<file path="src/rtl/bus_rr_arbiter.sv">
// ---------------------------------------------------------------------------
// bus_rr_arbiter
//   Round-robin arbiter for the shared master/slave bus with a transaction
//   watchdog. One master at a time owns the bus through a one-hot, active-low
//   grant. The grant is held while an access (s_as_ low) waits for the slave
//   (s_rdy_ low). A slave that never answers is cut off after TIMEOUT cycles.
//   In that case bus_err pulses and the bus is re-arbitrated among the other
//   masters.
//
// Ports
//   clk        in   bus clock, rising edge
//   reset      in   asynchronous reset, active low
//   m_req_     in   [MASTER_CH] per-master request, active low
//   s_as_      in   muxed address strobe of the current owner, active low
//   s_rdy_     in   muxed slave ready, active low
//   m_grnt_    out  [MASTER_CH] per-master grant, active low, at most one low
//   owner      out  [IDX_W] index of current owner, holds last value when idle
//   owner_vld  out  high while a grant is asserted
//   bus_err    out  one-cycle pulse on watchdog timeout
// ---------------------------------------------------------------------------
module bus_rr_arbiter #(
  parameter int MASTER_CH = 4,
  parameter int IDX_W     = 2,
  parameter int TIMEOUT   = 16,
  parameter int CNT_W     = 5
) (
  input  logic                 clk,
  input  logic                 reset,
  input  logic [MASTER_CH-1:0] m_req_,
  input  logic                 s_as_,
  input  logic                 s_rdy_,
  output logic [MASTER_CH-1:0] m_grnt_,
  output logic [IDX_W-1:0]     owner,
  output logic                 owner_vld,
  output logic                 bus_err
);

  typedef enum logic [1:0] {
    ST_IDLE,
    ST_GRANTED,
    ST_WAIT
  } state_t;

  state_t                 state, state_nxt;
  logic [CNT_W-1:0]       cnt, cnt_nxt;
  logic [IDX_W-1:0]       last, last_nxt;
  logic [MASTER_CH-1:0]   grnt_nxt;
  logic [IDX_W-1:0]       owner_nxt;
  logic                   vld_nxt;
  logic                   err_nxt;

  logic [MASTER_CH-1:0]   cand;
  logic [IDX_W-1:0]       pos;
  logic                   win_found;
  logic [IDX_W-1:0]       win_idx;
  logic                   handoff;

  // Round-robin search starting one past the last winner. While the bus is
  // owned, the current owner is removed from the candidates. A releasing owner
  // has its request high anyway. A timed-out owner must be skipped even if it
  // still requests. The loop runs from the farthest offset to the nearest, so
  // the nearest requester is the one left in win_idx.
  always_comb begin
    cand = ~m_req_;
    if (state != ST_IDLE) begin
      cand[owner] = 1'b0;
    end
    pos       = '0;
    win_found = 1'b0;
    win_idx   = '0;
    for (int i = MASTER_CH; i >= 1; i--) begin
      pos = IDX_W'((int'(last) + i) % MASTER_CH);
      if (cand[pos]) begin
        win_found = 1'b1;
        win_idx   = pos;
      end
    end
  end

  // Next-state logic. Every way the owner can give up the bus funnels into
  // handoff. That path grants the next winner at the same edge, or goes idle.
  // An idle arbiter simply takes the handoff path every cycle.
  always_comb begin
    state_nxt = state;
    cnt_nxt   = cnt;
    last_nxt  = last;
    grnt_nxt  = m_grnt_;
    owner_nxt = owner;
    vld_nxt   = owner_vld;
    err_nxt   = 1'b0;
    handoff   = 1'b0;

    case (state)
      ST_IDLE: begin
        handoff = 1'b1;
      end
      ST_GRANTED: begin
        if (!s_as_) begin
          if (s_rdy_) begin
            state_nxt = ST_WAIT;
            cnt_nxt   = CNT_W'(1);
          end
        end else if (m_req_[owner]) begin
          handoff = 1'b1;
        end
      end
      ST_WAIT: begin
        if (!s_rdy_) begin
          cnt_nxt = '0;
          if (!m_req_[owner]) begin
            state_nxt = ST_GRANTED;
          end else begin
            handoff = 1'b1;
          end
        end else if (cnt == CNT_W'(TIMEOUT - 1)) begin
          err_nxt = 1'b1;
          cnt_nxt = '0;
          handoff = 1'b1;
        end else begin
          cnt_nxt = cnt + CNT_W'(1);
        end
      end
      default: begin
        state_nxt = ST_IDLE;
        cnt_nxt   = '0;
        grnt_nxt  = '1;
        vld_nxt   = 1'b0;
      end
    endcase

    if (handoff) begin
      if (win_found) begin
        state_nxt = ST_GRANTED;
        grnt_nxt  = ~(MASTER_CH'(1) << win_idx);
        owner_nxt = win_idx;
        last_nxt  = win_idx;
        vld_nxt   = 1'b1;
      end else begin
        state_nxt = ST_IDLE;
        grnt_nxt  = '1;
        vld_nxt   = 1'b0;
      end
    end
  end

  // Reset leaves last at the top index, so master 0 is searched first.
  always_ff @(posedge clk or negedge reset) begin
    if (!reset) begin
      state     <= ST_IDLE;
      cnt       <= '0;
      last      <= IDX_W'(MASTER_CH - 1);
      m_grnt_   <= '1;
      owner     <= '0;
      owner_vld <= 1'b0;
      bus_err   <= 1'b0;
    end else begin
      state     <= state_nxt;
      cnt       <= cnt_nxt;
      last      <= last_nxt;
      m_grnt_   <= grnt_nxt;
      owner     <= owner_nxt;
      owner_vld <= vld_nxt;
      bus_err   <= err_nxt;
    end
  end

endmodule
</file>
<file path="config.mk">
export PLATFORM = sky130hd
export DESIGN_NAME = bus_rr_arbiter
export DESIGN_NICKNAME = d
export VERILOG_FILES = /design/src/rtl/bus_rr_arbiter.sv
export SDC_FILE = /design/constraint.sdc
export NUM_CORES = 1
export LEC_CHECK = 0
export BUFFER_PORTS_ARGS = -buffer_cell sky130_fd_sc_hd__buf_2
export CORE_ASPECT_RATIO = 1.1
export CORE_MARGIN = 5
export CORE_UTILIZATION = 50
export CTS_CLUSTER_DIAMETER = 200
export DETAILED_ROUTE_END_ITERATION = 12
export PLACE_DENSITY = 0.81
export SYNTH_ARGS = -nofsm -noshare
export SYNTH_HDL_FRONTEND = slang
export SYNTH_SLANG_ARGS = --single-unit
</file>
<file path="constraint.sdc">
create_clock -name clk -period 5.2 [get_ports clk]
set_input_delay 1.04 -clock clk [delete_from_list [all_inputs] [get_ports clk]]
set_output_delay 1.04 -clock clk [all_outputs]
set_load 0.1 [all_outputs]
</file>
Word-level counts from Yosys, hierarchy flattened
Index checks and enable logic that the tools add are counted.

Register bits after elaboration: 17. Bits of input ports: 8. Output and inout bits: 8. Logic and storage cells: 88.

Add/sub/neg operators: 5. Magnitude comparators: 6. Equal/unequal tests: 11. Shift operators: 1. Multiplexer cells: 46. Bitwise operators: 5. Reductions and logical operators: 7.

Operator list (number): 2-to-1 mux 1 bit (20); 2-to-1 mux 5 bit (4); 2-to-1 mux 2 bit (9); 2-to-1 mux 4 bit (4); < comparator 2 x 3 -> 1 bit, second input constant (5); one-hot mux 5 bit (3 select lines) (1); inequality test 3 bit, second input constant (4); NOT 4 bit (3); binary-select mux 1 bit (select 2 bit) (5); inequality test 2 bit, second input constant (3); one-hot mux 2 bit (3 select lines) (1); adder 5 x 1 -> 5 bit, second input constant (1); == test 5 x 4 -> 1 bit, second input constant (1); AND reduction 5 bit (1); adder 2 x 1 -> 2 bit, second input constant (2); adder 2 bit, second input constant (2); bitwise AND 4 bit (1); << shifter 1 x 2 -> 4 bit, first input constant (1); one-hot mux 1 bit (3 select lines) (1); AND reduction 3 bit (1); OR reduction 3 bit (1); demux 1 bit (select 2 bit) (1); == test 2 x 1 -> 1 bit, second input constant (1); == test 2 bit, second input constant (1); 7 further kinds (7).

Depth between registers and ports, before layout
Depth in word-level cells: 17. Depth in mapped cells: 7. Mapped depth without buffers: 7.

Worst setup path after synthesis
OpenSTA, ideal clock, no wires.

Kind: reg-to-reg. From: reg owner[0]. To: reg owner[0]. Setup time: 0.125 ns. Arrival: 2.304 ns. Required time: 5.075 ns. Setup slack: 2.771 ns. Stages on the path, launching flop included: 7. Buffers on the path: 1. Period minus slack after synthesis: 2.429 ns. Path through: dfrtp_1 -> buf_6 -> mux4_2 -> o21ai_2 -> a21o_2 -> a31oi_4 -> mux2_2.

Word-level cells in the longest chain between the ends: 14. Elaborated cells on any way between the ends: 31. Those cells by class: order compare: 2; mux: 25; bitwise: 2; reduce/logical: 2.

Ends and longest elaborated chain: from (decl) (RTL line 33) `output logic [IDX_W-1:0] owner,`; from (signal assigned) (RTL line 161) `owner <= owner_nxt;`; < comparator 2 x 3 -> 1 bit (not written as such) / greater-or-equal comparator 2 x 1 -> 1 bit (equally long branches) (RTL line 66) `cand[owner] = 1'b0;`; logical AND 1 bit (not written as such) (RTL line 66); 2-to-1 mux 1 bit (not written as such) (RTL line 66); demux 1 bit (select 2 bit) (RTL line 66); NOT 4 bit (no line); bitwise AND 4 bit (no line); 2-to-1 mux 4 bit (RTL line 65) `if (state != ST_IDLE) begin`; binary-select mux 1 bit (select 2 bit) (RTL line 73) `if (cand[pos]) begin`; 2-to-1 mux 1 bit (not written as such) (RTL line 73); 2-to-1 mux 1 bit (4 in series) (RTL line 73); AND reduction 2 bit (no line).

Parallel ways exist; a longest one is shown, timed or not. The select of a mux whose other input is x is not followed. A chain may end at the register's enable or synchronous reset.

Final worst setup path
From: reg owner[0]. To: out owner[0].

No word-level cell between the ends.

==> tab_implementation.tex <==
\begin{tabular}{lr}
\hline
Metric & Value \\
\hline
\multicolumn{2}{l}{\textbf{Clock network}} \\
\quad Clock slew at the register clock pins of the worst setup and hold paths & 0.10 ns \\
\quad Cell at the root of the clock tree & sky130\_fd\_sc\_hd\_\_clkbuf\_4 \\
\quad Number of hold buffers added after cts & 0 \\
\quad Number of buffers on the longest clock path & 2 \\
\quad Number of instances resized during post-cts repair & 0 \\
\quad Count of H-tree levels built during CTS & 1 \\
\quad Number of clock sinks & 17 \\
\quad Number of setup buffers added after CTS & 0 \\
\quad TritonCTS clock tree & done \\
\quad CTS Buf Count & 3 \\
\quad Source-to-sink clock delay at the later pin of the worst-skew pair & 0.29 ns \\
\multicolumn{2}{l}{\textbf{GRT}} \\
\quad Number of antenna violations at the first check in global routing & 0 \\
\quad Wire length of the first global-routing pass & 4420 um \\
\quad Number of global-route vias before repair & 988 \\
\quad GRT Residual Overflow & 0 \\
\quad Largest net degree at the start of global routing & 18 \\
\quad Global-route usage over all layers & 17.0\% \\
\multicolumn{2}{l}{\textbf{Yosys}} \\
\quad Predominant post-synthesis flop cell & sky130\_fd\_sc\_hd\_\_dfrtp\_1 \\
\quad Post-Syn Area per Cell & 10.0 sq um \\
\quad Number of standard cells after synthesis & 114 \\
\quad Dominant cells by area after synthesis & sky130\_fd\_sc\_hd\_\_dfrtp\_1, sky130\_fd\_sc\_hd\_\_dfstp\_2, sky130\_fd\_sc\_hd\_\_ha\_1 \\
\quad Yosys reg bits & 17 \\
\quad Share of async-settable or async-resettable flops after synthesis & 100\% \\
\quad Yosys Warn Count & 0 \\
\quad Synth cell types & 45 \\
\quad Largest area contributor in the synthesized netlist & sky130\_fd\_sc\_hd\_\_dfrtp\_1 \\
\quad Syn Std Cell Area & 1140 sq um \\
\quad EDFF count, synth & 0 \\
\quad Proportion of netlist area held by the largest area contributor & 24.1\% \\
\quad Syn Nets & 128 \\
\quad Seq/Total Area, Yosys & 38.0\% \\
\multicolumn{2}{l}{\textbf{Final layout}} \\
\quad Layout area overhead & 9.99\% \\
\quad Commonest cells after routing, fill and taps aside & sky130\_fd\_sc\_hd\_\_buf\_2, sky130\_fd\_sc\_hd\_\_dfrtp\_1, sky130\_fd\_sc\_hd\_\_inv\_1, sky130\_fd\_sc\_hd\_\_o21ai\_0 \\
\quad Share of layout cells above drive strength 1 & 23.8\% \\
\quad Area occupied by multi-input gates & 651 sq um \\
\quad Sequential cell area in the final layout & 433 sq um \\
\quad Count of fill cells added during filler insertion & 216 \\
\quad Final-stage net count & 145 \\
\quad Most common cell after layout, fill and taps aside & sky130\_fd\_sc\_hd\_\_buf\_2 \\
\quad Number of antenna repair diodes & 0 \\
\multicolumn{2}{l}{\textbf{Critical path}} \\
\quad Critical path startpoint category & flip-flop \\
\quad Setup slack of the worst register-to-register path & 2.86 ns \\
\quad Critical path's slowest cell & sky130\_fd\_sc\_hd\_\_dfrtp\_1 \\
\quad Start of the worst register-to-register path & state[0]\$\_DFFE\_PN0P\_ \\
\quad Count of buffer and inverter cells on the critical path & 1 \\
\quad Slowest Stage Delay on Critical Path & 0.56 ns \\
\quad Arrival time of data at the critical path endpoint & 1.35 ns \\
\quad Number of gates on the worst path with buffers counted & 1 \\
\quad Critical path endpoint category & output pin \\
\quad Top Family by Delay on Critical Path & flip-flops \\
\quad Worst r2r path cells & 7 \\
\quad Required @ worst endpoint & 4.16 ns \\
\quad Biggest fanout along the worst timing path & 9 \\
\quad Chain of cells forming the critical path & buf\_2 \\
\quad CP Class & flip-flop to output pin \\
\quad Reg2reg end & m\_grnt\_[3]\$\_DFFE\_PN1P\_ \\
\multicolumn{2}{l}{\textbf{Drt}} \\
\quad Detailed-routing iteration count for the pre-antenna-repair pass & 4 \\
\quad Via count & 997 \\
\quad Wirelength per Cell & 16.3 um \\
\quad Final WL & 2610 um \\
\quad Post-detailed-route count of antenna-violating nets & 0 \\
\quad Via density per instance & 6.23 \\
\quad \# DRC & 0 \\
\quad Iter 0 DRT Violations & 21 \\
\multicolumn{2}{l}{\textbf{Timing}} \\
\quad Skew final & 0.000520 ns \\
\quad Count of pins over their slew limit & 0 \\
\quad Max-Slew Margin vs Limit & 66.8\% \\
\quad Slew @ Worst Pin & 0.498 ns \\
\quad Maximum achievable frequency & 419 MHz \\
\quad Hold violation count in the final report & 0 \\
\quad Setup\_tns & 0 ns \\
\quad Final min period & 2.39 ns \\
\quad Count of final setup violators & 0 \\
\quad Unrepaired setup endpoints after global routing & false \\
\quad Final Cycle Share & 45.9\% \\
\multicolumn{2}{l}{\textbf{Floorplanning}} \\
\quad Rows & 18 \\
\quad Horizontal die dimension & 55.5 um \\
\quad Floorplan die area & 3340 sq um \\
\quad Floorplan Core Area & 2210 sq um \\
\quad Die Span Y & 60.1 um \\
\quad Initial standard-cell utilization of the core & 51.6\% \\
\quad IO Pins & 16 \\
\multicolumn{2}{l}{\textbf{Flow run}} \\
\quad Number of violations of the max-capacitance limit & 0 \\
\multicolumn{2}{l}{\textbf{Hold path}} \\
\quad Worst Hold Endpoint & m\_grnt\_[1]\$\_DFFE\_PN1P\_ \\
\quad Hold path depth & 2 \\
\quad Beginning of the worst hold path & m\_grnt\_[1]\$\_DFFE\_PN1P\_ \\
\quad Hold WC Path Type & flip-flop to flip-flop \\
\multicolumn{2}{l}{\textbf{Placement}} \\
\quad Detailed Place HPWL & 2000 um \\
\quad Buffers added on ports & 15 \\
\quad Global placer's final weighted congestion & 0.842 \\
\multicolumn{2}{l}{\textbf{Status}} \\
\quad Result of the run & complete, no violations \\
\hline
\end{tabular}
==> state kept, by name, indices dropped and copies added (netlist names) <==
register,cells
owner_vld,1
last,2
bus_err,1
m_grnt_,4
cnt,5
state,2
owner,2
==> area by class of cell <==
class / count / share of cell area [%]
Inverter: 8 / 2.40
Tap cell: 30 / 2.99
Clock buffer: 3 / 1.80
Multi-Input combinational cell: 86 / 51.9
Timing Repair Buffer: 15 / 5.99
Clock inverter: 1 / 0.399
Sequential cell: 17 / 34.5
==> synthesized netlist by cell type (3+ instances only) <==
cell and n:
sky130_fd_sc_hd__a21o_1 3, sky130_fd_sc_hd__dfstp_2 6, sky130_fd_sc_hd__nand2_1 6, sky130_fd_sc_hd__nor2_1 4, sky130_fd_sc_hd__ha_1 6, sky130_fd_sc_hd__o21ai_0 7
sky130_fd_sc_hd__inv_1 8, sky130_fd_sc_hd__nand3_1 5, sky130_fd_sc_hd__nand2b_1 3, sky130_fd_sc_hd__o21a_1 4, sky130_fd_sc_hd__dfrtp_1 11, sky130_fd_sc_hd__mux2i_1 4
sky130_fd_sc_hd__nor3_1 3, sky130_fd_sc_hd__nor2b_1 3
==> worst max path at each step <==
stage                               from                      to  slack [ns]
floorplan           owner[0]$_DFFE_PN0P_    owner[0]$_DFFE_PN0P_        2.77
global placement               m_req_[3]  m_grnt_[3]$_DFFE_PN1P_        2.60
detailed placement             m_req_[3]  m_grnt_[3]$_DFFE_PN1P_        2.56
CTS                 owner[0]$_DFFE_PN0P_                owner[0]        2.80
global route                   m_req_[2]  m_grnt_[2]$_DFFE_PN1P_        2.74
finish              owner[0]$_DFFE_PN0P_                owner[0]        2.81
==> per-stage QoR <==
step                      cells  cell area [sq um]  setup slack, ns  util [%]  hold slack (ns)
final                       160               1250             2.81      56.8            0.472
after global routing        160               1250             2.74      56.8            0.495
after CTS                   160               1250             2.80      56.8            0.471
after detailed placement    156               1230             2.56      55.6            0.456
after global placement      156               1230             2.60      55.6            0.450
after floorplan             114               1140             2.77         -            0.425
==> routing by layer <==
metal / global-route usage, % / share of wire (%)
met2: 30.6 / 52
met3: 3.46 / 4.4
met4: 9.38 / 1.5
met1: 18.9 / 42
met5: 0 / 0
==> tightest hold or removal path, stage by stage (launching register included) <==
cell                      delay (ns)
sky130_fd_sc_hd__dfstp_2        0.38
sky130_fd_sc_hd__inv_1          0.04
sky130_fd_sc_hd__a32oi_1        0.05
==> cell families after synthesis <==
family / Yosys count / synth area share (%)
multiplexers: 6 / 6.48
AO/OA/AOI/OAI: 42 / 28.7
buffers and inverters: 11 / 4.94
AND/OR/NAND/NOR: 30 / 13.8
XOR/XNOR: 2 / 1.54
adder cells (fa/ha/maj): 6 / 6.59
flip-flops: 17 / 38.0
Power is left out: the tool's default activity adds up to more than one toggle a clock period on the data nets, which glitch-free logic cannot reach.
